File: config.mk
export PLATFORM = sky130hd
export DESIGN_NAME = fetch_aligner
export DESIGN_NICKNAME = d
export VERILOG_FILES = /design/src/rtl/fetch_aligner.sv
export SDC_FILE = /design/constraint.sdc
export NUM_CORES = 1
export LEC_CHECK = 0
export ABC_AREA = 1
export BUFFER_PORTS_ARGS = -buffer_cell sky130_fd_sc_hd__buf_2
export CORE_ASPECT_RATIO = 1.25
export CORE_UTILIZATION = 43
export CTS_CLUSTER_SIZE = 14
export DETAILED_ROUTE_END_ITERATION = 8
export GPL_ROUTABILITY_DRIVEN = 0
export GPL_TIMING_DRIVEN = 0
export SLEW_MARGIN = 10
export SYNTH_ARGS = -nofsm -noshare
export SYNTH_HDL_FRONTEND = slang
export SYNTH_SLANG_ARGS = --single-unit
File: constraint.sdc
create_clock -name clk -period 4.1 [get_ports clk]
set_input_delay 0.82 -clock clk [delete_from_list [all_inputs] [get_ports clk]]
set_output_delay 0.82 -clock clk [all_outputs]
set_load 0.005 [all_outputs]
File: src/rtl/fetch_aligner.sv
// fetch_aligner: fetches 32-bit words from the I-cache into a three-halfword
// buffer and presents one instruction per handshake (16-bit compressed or
// 32-bit, possibly straddling a word boundary) together with its PC.
// Compressed instructions are only flagged here; expansion is done downstream.
//
// Ports:
//   clk, rst        clock, synchronous active-high reset
//   ICACHE_ren      read request (forced low while rst is high)
//   ICACHE_addr     word address of the request
//   ICACHE_rdata    read data, valid when ICACHE_ren & ~ICACHE_stall
//   ICACHE_stall    cache busy; request is held stable while high
//   redirect_valid  redirect from execute, target in redirect_pc
//   inst_valid      inst_data / inst_is_c / inst_pc are valid
//   inst_ready      decode accepts the presented instruction
//   inst_data       {hw1,hw0} for 32-bit, {16'h0,hw0} for compressed
//   inst_is_c       head halfword is a compressed instruction
//   inst_pc         byte PC of the presented instruction
module fetch_aligner #(
  parameter logic [31:0] RESET_PC = 32'h0000_0000
) (
  input  logic        clk,
  input  logic        rst,
  output logic        ICACHE_ren,
  output logic [29:0] ICACHE_addr,
  input  logic [31:0] ICACHE_rdata,
  input  logic        ICACHE_stall,
  input  logic        redirect_valid,
  input  logic [31:0] redirect_pc,
  output logic        inst_valid,
  input  logic        inst_ready,
  output logic [31:0] inst_data,
  output logic        inst_is_c,
  output logic [31:0] inst_pc
);

  logic [47:0] buf_q, buf_d;
  logic [1:0]  cnt_q, cnt_d;
  logic [31:0] head_pc_q, head_pc_d;
  logic [29:0] fetch_word_q, fetch_word_d;
  logic [29:0] target_word_q, target_word_d;
  logic        skip_q, skip_d;
  logic        drop_q, drop_d;

  logic        head_is_c;
  logic [1:0]  need;
  logic        accept;
  logic        deq;
  logic [1:0]  cnt_deq;
  logic [47:0] buf_deq;
  logic [47:0] buf_app;

  assign head_is_c   = buf_q[1:0] != 2'b11;
  assign need        = head_is_c ? 2'd1 : 2'd2;
  assign inst_valid  = (cnt_q >= need) & ~drop_q;
  assign inst_is_c   = head_is_c;
  assign inst_data   = head_is_c ? {16'h0000, buf_q[15:0]} : buf_q[31:0];
  assign inst_pc     = head_pc_q;

  // Only request when the buffer can take a full word after any dequeue;
  // a pending drop must always complete so the cache is never left hanging.
  assign ICACHE_ren  = ~rst & (drop_q | (cnt_q <= 2'd1));
  assign ICACHE_addr = fetch_word_q;
  assign accept      = ICACHE_ren & ~ICACHE_stall;
  assign deq         = inst_valid & inst_ready;

  always_comb begin
    buf_d         = buf_q;
    cnt_d         = cnt_q;
    head_pc_d     = head_pc_q;
    fetch_word_d  = fetch_word_q;
    target_word_d = target_word_q;
    skip_d        = skip_q;
    drop_d        = drop_q;

    // Buffer after the dequeue of this cycle.
    buf_deq = buf_q;
    cnt_deq = cnt_q;
    if (deq) begin
      cnt_deq = cnt_q - need;
      buf_deq = head_is_c ? {16'h0000, buf_q[47:16]} : {32'h0000_0000, buf_q[47:32]};
    end

    // Append lands right after the post-dequeue contents (at most one halfword).
    buf_app = buf_deq;
    if (skip_q) begin
      case (cnt_deq)
        2'd0:    buf_app[15:0]  = ICACHE_rdata[31:16];
        2'd1:    buf_app[31:16] = ICACHE_rdata[31:16];
        default: buf_app        = buf_deq;
      endcase
    end else begin
      case (cnt_deq)
        2'd0:    buf_app[31:0]  = ICACHE_rdata;
        2'd1:    buf_app[47:16] = ICACHE_rdata;
        default: buf_app        = buf_deq;
      endcase
    end

    if (redirect_valid) begin
      cnt_d         = 2'd0;
      head_pc_d     = redirect_pc & ~32'h1;
      skip_d        = redirect_pc[1];
      target_word_d = redirect_pc[31:2];
      if (ICACHE_ren & ICACHE_stall) begin
        // Stalled access must finish unchanged; its data gets thrown away.
        drop_d = 1'b1;
      end else begin
        fetch_word_d = redirect_pc[31:2];
        drop_d       = 1'b0;
      end
    end else begin
      buf_d     = buf_deq;
      cnt_d     = cnt_deq;
      head_pc_d = head_pc_q + (deq ? {29'h0, need, 1'b0} : 32'h0);
      if (accept) begin
        if (drop_q) begin
          drop_d       = 1'b0;
          fetch_word_d = target_word_q;
        end else begin
          buf_d         = buf_app;
          cnt_d         = cnt_deq + (skip_q ? 2'd1 : 2'd2);
          skip_d        = 1'b0;
          fetch_word_d  = fetch_word_q + 30'd1;
          target_word_d = target_word_q + 30'd1;
        end
      end
    end
  end

  always_ff @(posedge clk) begin
    if (rst) begin
      buf_q         <= '0;
      cnt_q         <= 2'd0;
      head_pc_q     <= RESET_PC;
      fetch_word_q  <= RESET_PC[31:2];
      target_word_q <= RESET_PC[31:2];
      skip_q        <= RESET_PC[1];
      drop_q        <= 1'b0;
    end else begin
      buf_q         <= buf_d;
      cnt_q         <= cnt_d;
      head_pc_q     <= head_pc_d;
      fetch_word_q  <= fetch_word_d;
      target_word_q <= target_word_d;
      skip_q        <= skip_d;
      drop_q        <= drop_d;
    end
  end

endmodule

== Word level (Yosys, flattened, before mapping) ==
Index checks and enable logic that the tools add are counted.
W data, S select, Z words.
Word-level totals
  logic and storage cells: 64
  bits of input ports: 69
  register bits: 144
  output and inout bits: 97
Cells by class
  order comparisons: 2
  equality and inequality tests: 4
  mux-type cells: 31
  bitwise logic cells: 9
  reductions and logical operators: 5
  add/sub/neg operators: 5
Operators by type and width (count)
  $mux W30: 7
  $mux W48: 4
  $mux W32: 3
  $mux W16: 4
  $add A30 B1 Y30 const B: 2
  $add A32 B3 Y32: 1
  $pmux W16 S2: 1
  $mux W2: 5
  $mux W1: 6
  $ne A2 B2 Y1 const B: 3
  $and A1 B1 Y1: 5
  $reduce_and A2 Y1: 2
  $mux W3: 1
  $not A1 Y1: 3
  $add A2 B2 Y2: 1
  $eq A2 B1 Y1 const B: 1
  $ge A2 B2 Y1: 1
  $le A2 B1 Y1 const B: 1
  $logic_not A2 Y1: 1
  $reduce_bool A2 Y1: 1
  $reduce_or A2 Y1: 1
  $sub A2 B2 Y2: 1
  $or A1 B1 Y1: 1

== Longest topological paths before layout ==
  word-level depth: 11
  gate-level depth with buffers: 21
  mapped depth without buffers: 19

== Worst setup path before layout ==
OpenSTA, ideal clock, no wires.
  kind: register to register
  start point: register buf_q[1]
  end point: register head_pc_q[20], in the netlist inst_pc[20]
  path buffers: 3
  required time: 3981 ps
  setup slack: 600 ps
  data arrival time: 3381 ps
  period minus slack after synthesis: 3500 ps
  cell stages (with the launch flop): 20
  library setup time: 119 ps
  path through: dfxtp_1 nand2_1 clkbuf_1 ha_1 inv_1 fa_1 inv_1 nand2_1 nand3_2 buf_2 nor2_2 buf_4 ha_1 nand3_1 nand2_1 nand3_1 nor2_2 nand4_1 o21ai_0 nand2_1
Between the ends
  longest elaborated chain between the ends: 8
RTL lines
  start: declaration: RTL line 36  | logic [47:0] buf_q, buf_d;
  start signal: assignment: RTL line 140  | buf_q <= buf_d;
  $ne A2 B2 Y1 *: RTL line 52  | assign head_is_c = buf_q[1:0] != 2'b11;
  net inst_is_c: RTL line 32  | output logic inst_is_c,
  $mux W2 *: RTL line 53  | assign need = head_is_c ? 2'd1 : 2'd2;
  $ge A2 B2 Y1: RTL line 54  | assign inst_valid = (cnt_q >= need) & ~drop_q;
  $and A1 B1 Y1: RTL line 54
  $and A1 B1 Y1: RTL line 64  | assign deq = inst_valid & inst_ready;
  $mux W3 *: RTL line 114  | head_pc_d = head_pc_q + (deq ? {29'h0, need, 1'b0} : 32'h0);
  $add A32 B3 Y32 *: RTL line 114
  $mux W32 *: RTL line 99  | if (redirect_valid) begin
  end signal: assignment: RTL line 142  | head_pc_q <= head_pc_d;
  end: declaration: RTL line 38  | logic [31:0] head_pc_q, head_pc_d;
Mark *: on every way through the listed nets, which the timed path passes. The rest lies on a longest branch.
A chain may end at the register's enable or synchronous reset.

== Worst setup path after layout ==
  start point: register buf_q[1]
  end point: register head_pc_q[20], in the netlist inst_pc[20]
Between the ends
  longest elaborated chain between the ends: 8
RTL lines (RTL line)
  $ne A2 B2 Y1 *: 52
  $mux W2 *: 53
  $ge A2 B2 Y1: 54
  $and A1 B1 Y1: 54
  $and A1 B1 Y1: 64
  $mux W3 *: 114
  $add A32 B3 Y32 *: 114
  $mux W32 *: 99
Every way passes the cells marked *; elsewhere a longest branch is shown, timed or not.

==> results_dict.tcl <==
set metrics [dict create \
    status "finished, final reports clean" \
    p_clk_frac 0.420 \
    synth_nets 1695 \
    period_share 0.935 \
    syn_area_per_cell_sq_um 6.00 \
    maxCapViolations 0 \
    clk_pin_slew_ps 70 \
    end_kind "flop" \
    whs_path_depth 2 \
    cts_tree "yes" \
    hold_path.class "reg -> reg" \
    p_int_mw 2.72 \
    fin_cells 2094 \
    rr_worst_depth 20 \
    finalHoldWorstSlack_ps 471 \
    die_w_microns 136 \
    setup-violations-final 0 \
    hpwl_microns 28600 \
    vias 11400 \
    num_rows 61 \
    start_util 0.437 \
    rsz0062_at_grt "no" \
    ys_seq_area_frac 0.295 \
    boundaryPins 166 \
    tightest_slew_ps 786 \
    period_minus_slack_ps 3830 \
    die_y_microns 170 \
    netlist_instances 1617 \
    wl_per_cell_microns 17.6 \
    ys_ff_latch 143 \
    max_freq_ghz 0.261 \
    critPathMaxStageDelay_ps 370 \
    clock_sinks 143 \
    cp_cell_sequence "nand2_4, clkbuf_4, ha_1, inv_1, fa_1, inv_1, nand2_1, nand3_2, buf_2, nor2_4, buf_4, ha_1, nand3_1, nand2_1, nand3_2, nor2_2, nand4_1, a21oi_1, o21ai_0, nand2_1" \
    n_antenna_cell 0 \
    r2r_end "inst_pc[20]" \
    port_buffers 162 \
    grt_max_degree 17 \
    holdPathEnd "buf_q[8]" \
    vias_per_cell 5.43 \
    drv_slew 0 \
    hold_buffers 0 \
    worstSetupPathType "reg -> reg" \
    p_leak_nw 5.21 \
    power.density_mw_per_mm2 345 \
    synth-async-reset-ratio 0 \
    overflow 0 \
    slew_headroom 0.476 \
    final_nets 1876 \
    grt_pass1_vias 10500 \
    cts_post_setup_buffers_inserted 0 \
    cp_common_cell "nand2_1" \
    ir_drop_mv 0.295 \
    dp.cells 2062 \
    dr.pass1.iters 7 \
    area_delta_synth_final_pct 18.8 \
    wirelength_microns 36900 \
    synth-edff-count 0 \
    synth.distinct_cells 47 \
    combinationalPowerShare 0.177 \
    synth_flop_cell "dfxtp_1" \
    clockRootBuffer "clkbuf_16" \
    htree_levels 4 \
    placed_cell_area_sq_mm 0.0109 \
    setup.worst_path.start "buf_q[1]" \
    synth_warnings 0 \
    drc 0 \
    cts.repair.resized 5 \
    seqPwrFrac 0.403 \
    r2r_start "buf_q[1]" \
    synthesis.area_sq_mm 0.00970 \
    ctsLongestPathBuffers 2 \
    antenna_left 0 \
    dieArea_sq_mm 0.0232 \
    final.setup_skew_ps 12.8 \
    drt-initial-drc-count 754 \
    cts_buffers 17 \
    switching_share 0.317 \
    path_max_fanout 13 \
    grtUsageTotal 0.320 \
    cp.arrival_ps 4210 \
    insertion_delay_ps 440 \
    hp-start "buf_q[8]" \
    timing.final.hold_violations 0 \
    crit_required_ps 4480 \
    grt_pass1_wl_microns 56000 \
    crit_path_start_kind "flop" \
    switching_power_mw 1.26 \
    antenna_found_initial 0 \
    core_sq_mm 0.0222 \
    critPathSlowestCell "fa_1" \
    final_area_sq_mm 0.0115 \
    r2r_setup_slack_ps 270 \
    p_total_mw 3.97 \
    drive_gt1_frac 0.155 \
]
==> sequential cells by signal, indices dropped and copies added, names as in the netlist <==
name	cells
buf_q	48
target_word_q	30
skip_q	1
ICACHE_addr	30
cnt_q	2
inst_pc	31
drop_q	1
==> cell type report <==
class,count,area (sq um)
fillers,2409,10700
flip-flops and latches,143,2870
well taps,283,354
repair buffers,162,811
plain buffers,81,435
clock inverters,14,183
inverters,176,663
multi-input cells,1217,5770
clock buffers,18,439
==> synthesized netlist by cell type (3+ instances only) <==
master    count  area, sq um
o21ai_0     129          646
nand2_1     476         1790
inv_2         6         22.5
nor2_2        7         43.8
xor2_1       20          175
o22ai_1      13         81.3
nand3b_1     10         75.1
nor3_1       44          220
nand2_2       5         31.3
dfxtp_1     143         2860
buf_4        20          150
a211oi_1      5         37.5
clkbuf_1     32          120
buf_1         4         15.0
buf_2        22          110
nor2_1      205          769
a31oi_1      14         87.6
or2_2         4         25.0
nor2_4        4         45.0
xnor2_1       5         43.8
inv_1       167          627
buf_6         3         33.8
nand4_1      33          206
a22oi_1      30          225
ha_1          7         87.6
nand3_1     114          571
a21oi_1      68          340
==> routing by layer <==
layer / global-route usage / part of all wire / vias to the layer above
met2: 0.540 / 0.48 / 486
met4: 0.200 / 0.060 / 0
li1: - / - / 5610
met5: 0 / 0 / -
met1: 0.379 / 0.40 / 5138
met3: 0.0465 / 0.059 / 129
==> kinds of logic after synthesis <==
kind of cell               after synthesis  synth area share
and+or+nand+nor                        910             0.399
AOI/OAI and AO/OA                      272             0.157
adders and majority gates                9            0.0132
buffers and inverters                  257             0.113
xor gates and xnor gates                25            0.0226
other                                    1          0.000387
DFF                                    143             0.295
==> per-stage QoR <==
| step | worst slack (ps) | util | setup TNS (ps) |
|---|---|---|---|
| floorplan | 600 | - | 0 |
| global placement | -434 | 0.489 | -5000 |
| detailed placement | -464 | 0.489 | -5760 |
| CTS | 57.0 | 0.518 | 0 |
| global route | 5.74 | 0.519 | 0 |
| finish | 265 | 0.519 | 0 |
==> worst max-delay path: cells and delay by family (launching register included) <==
family | cells | cell delay [ps]
buf+inv | 5 | 920
compound gates | 2 | 240
flops | 1 | 360
simple gates | 10 | 1400
fa+ha+maj | 3 | 840
==> cells in the final DEF (no fill, tap or decap), types with 17 or more instances in the layout <==
cell       instances
a21oi_1           68
a22oi_1           30
buf_2            183
buf_4             21
clkbuf_1          31
clkbuf_16         17
dfxtp_1          141
inv_1            167
nand2_1          475
nand3_1          113
nand4_1           33
nor2_1           203
nor3_1            44
o21ai_0          129
xor2_1            20
==> power groups by stage <==
stage | registers [mW] | clock network [mW] | logic (mW)
after floorplan | 1.60 | 0 | 0.431
after global placement | 1.63 | 0 | 0.686
after detailed placement | 1.63 | 0 | 0.693
after CTS | 1.60 | 1.68 | 0.698
after global routing | 1.61 | 1.74 | 0.782
final | 1.60 | 1.67 | 0.702
==> worst max-delay path by stage <==
stage	slack, ps	endpoint	cells past startpoint
4_1_cts	60	inst_pc[19]	19
3_3_place_gp	-430	inst_pc[22]	19
5_1_grt	6	inst_pc[20]	20
6_report	270	inst_pc[20]	20
2_1_floorplan	600	inst_pc[20]	19
3_5_place_dp	-460	inst_pc[22]	19
(Power assumes the default switching activity.)
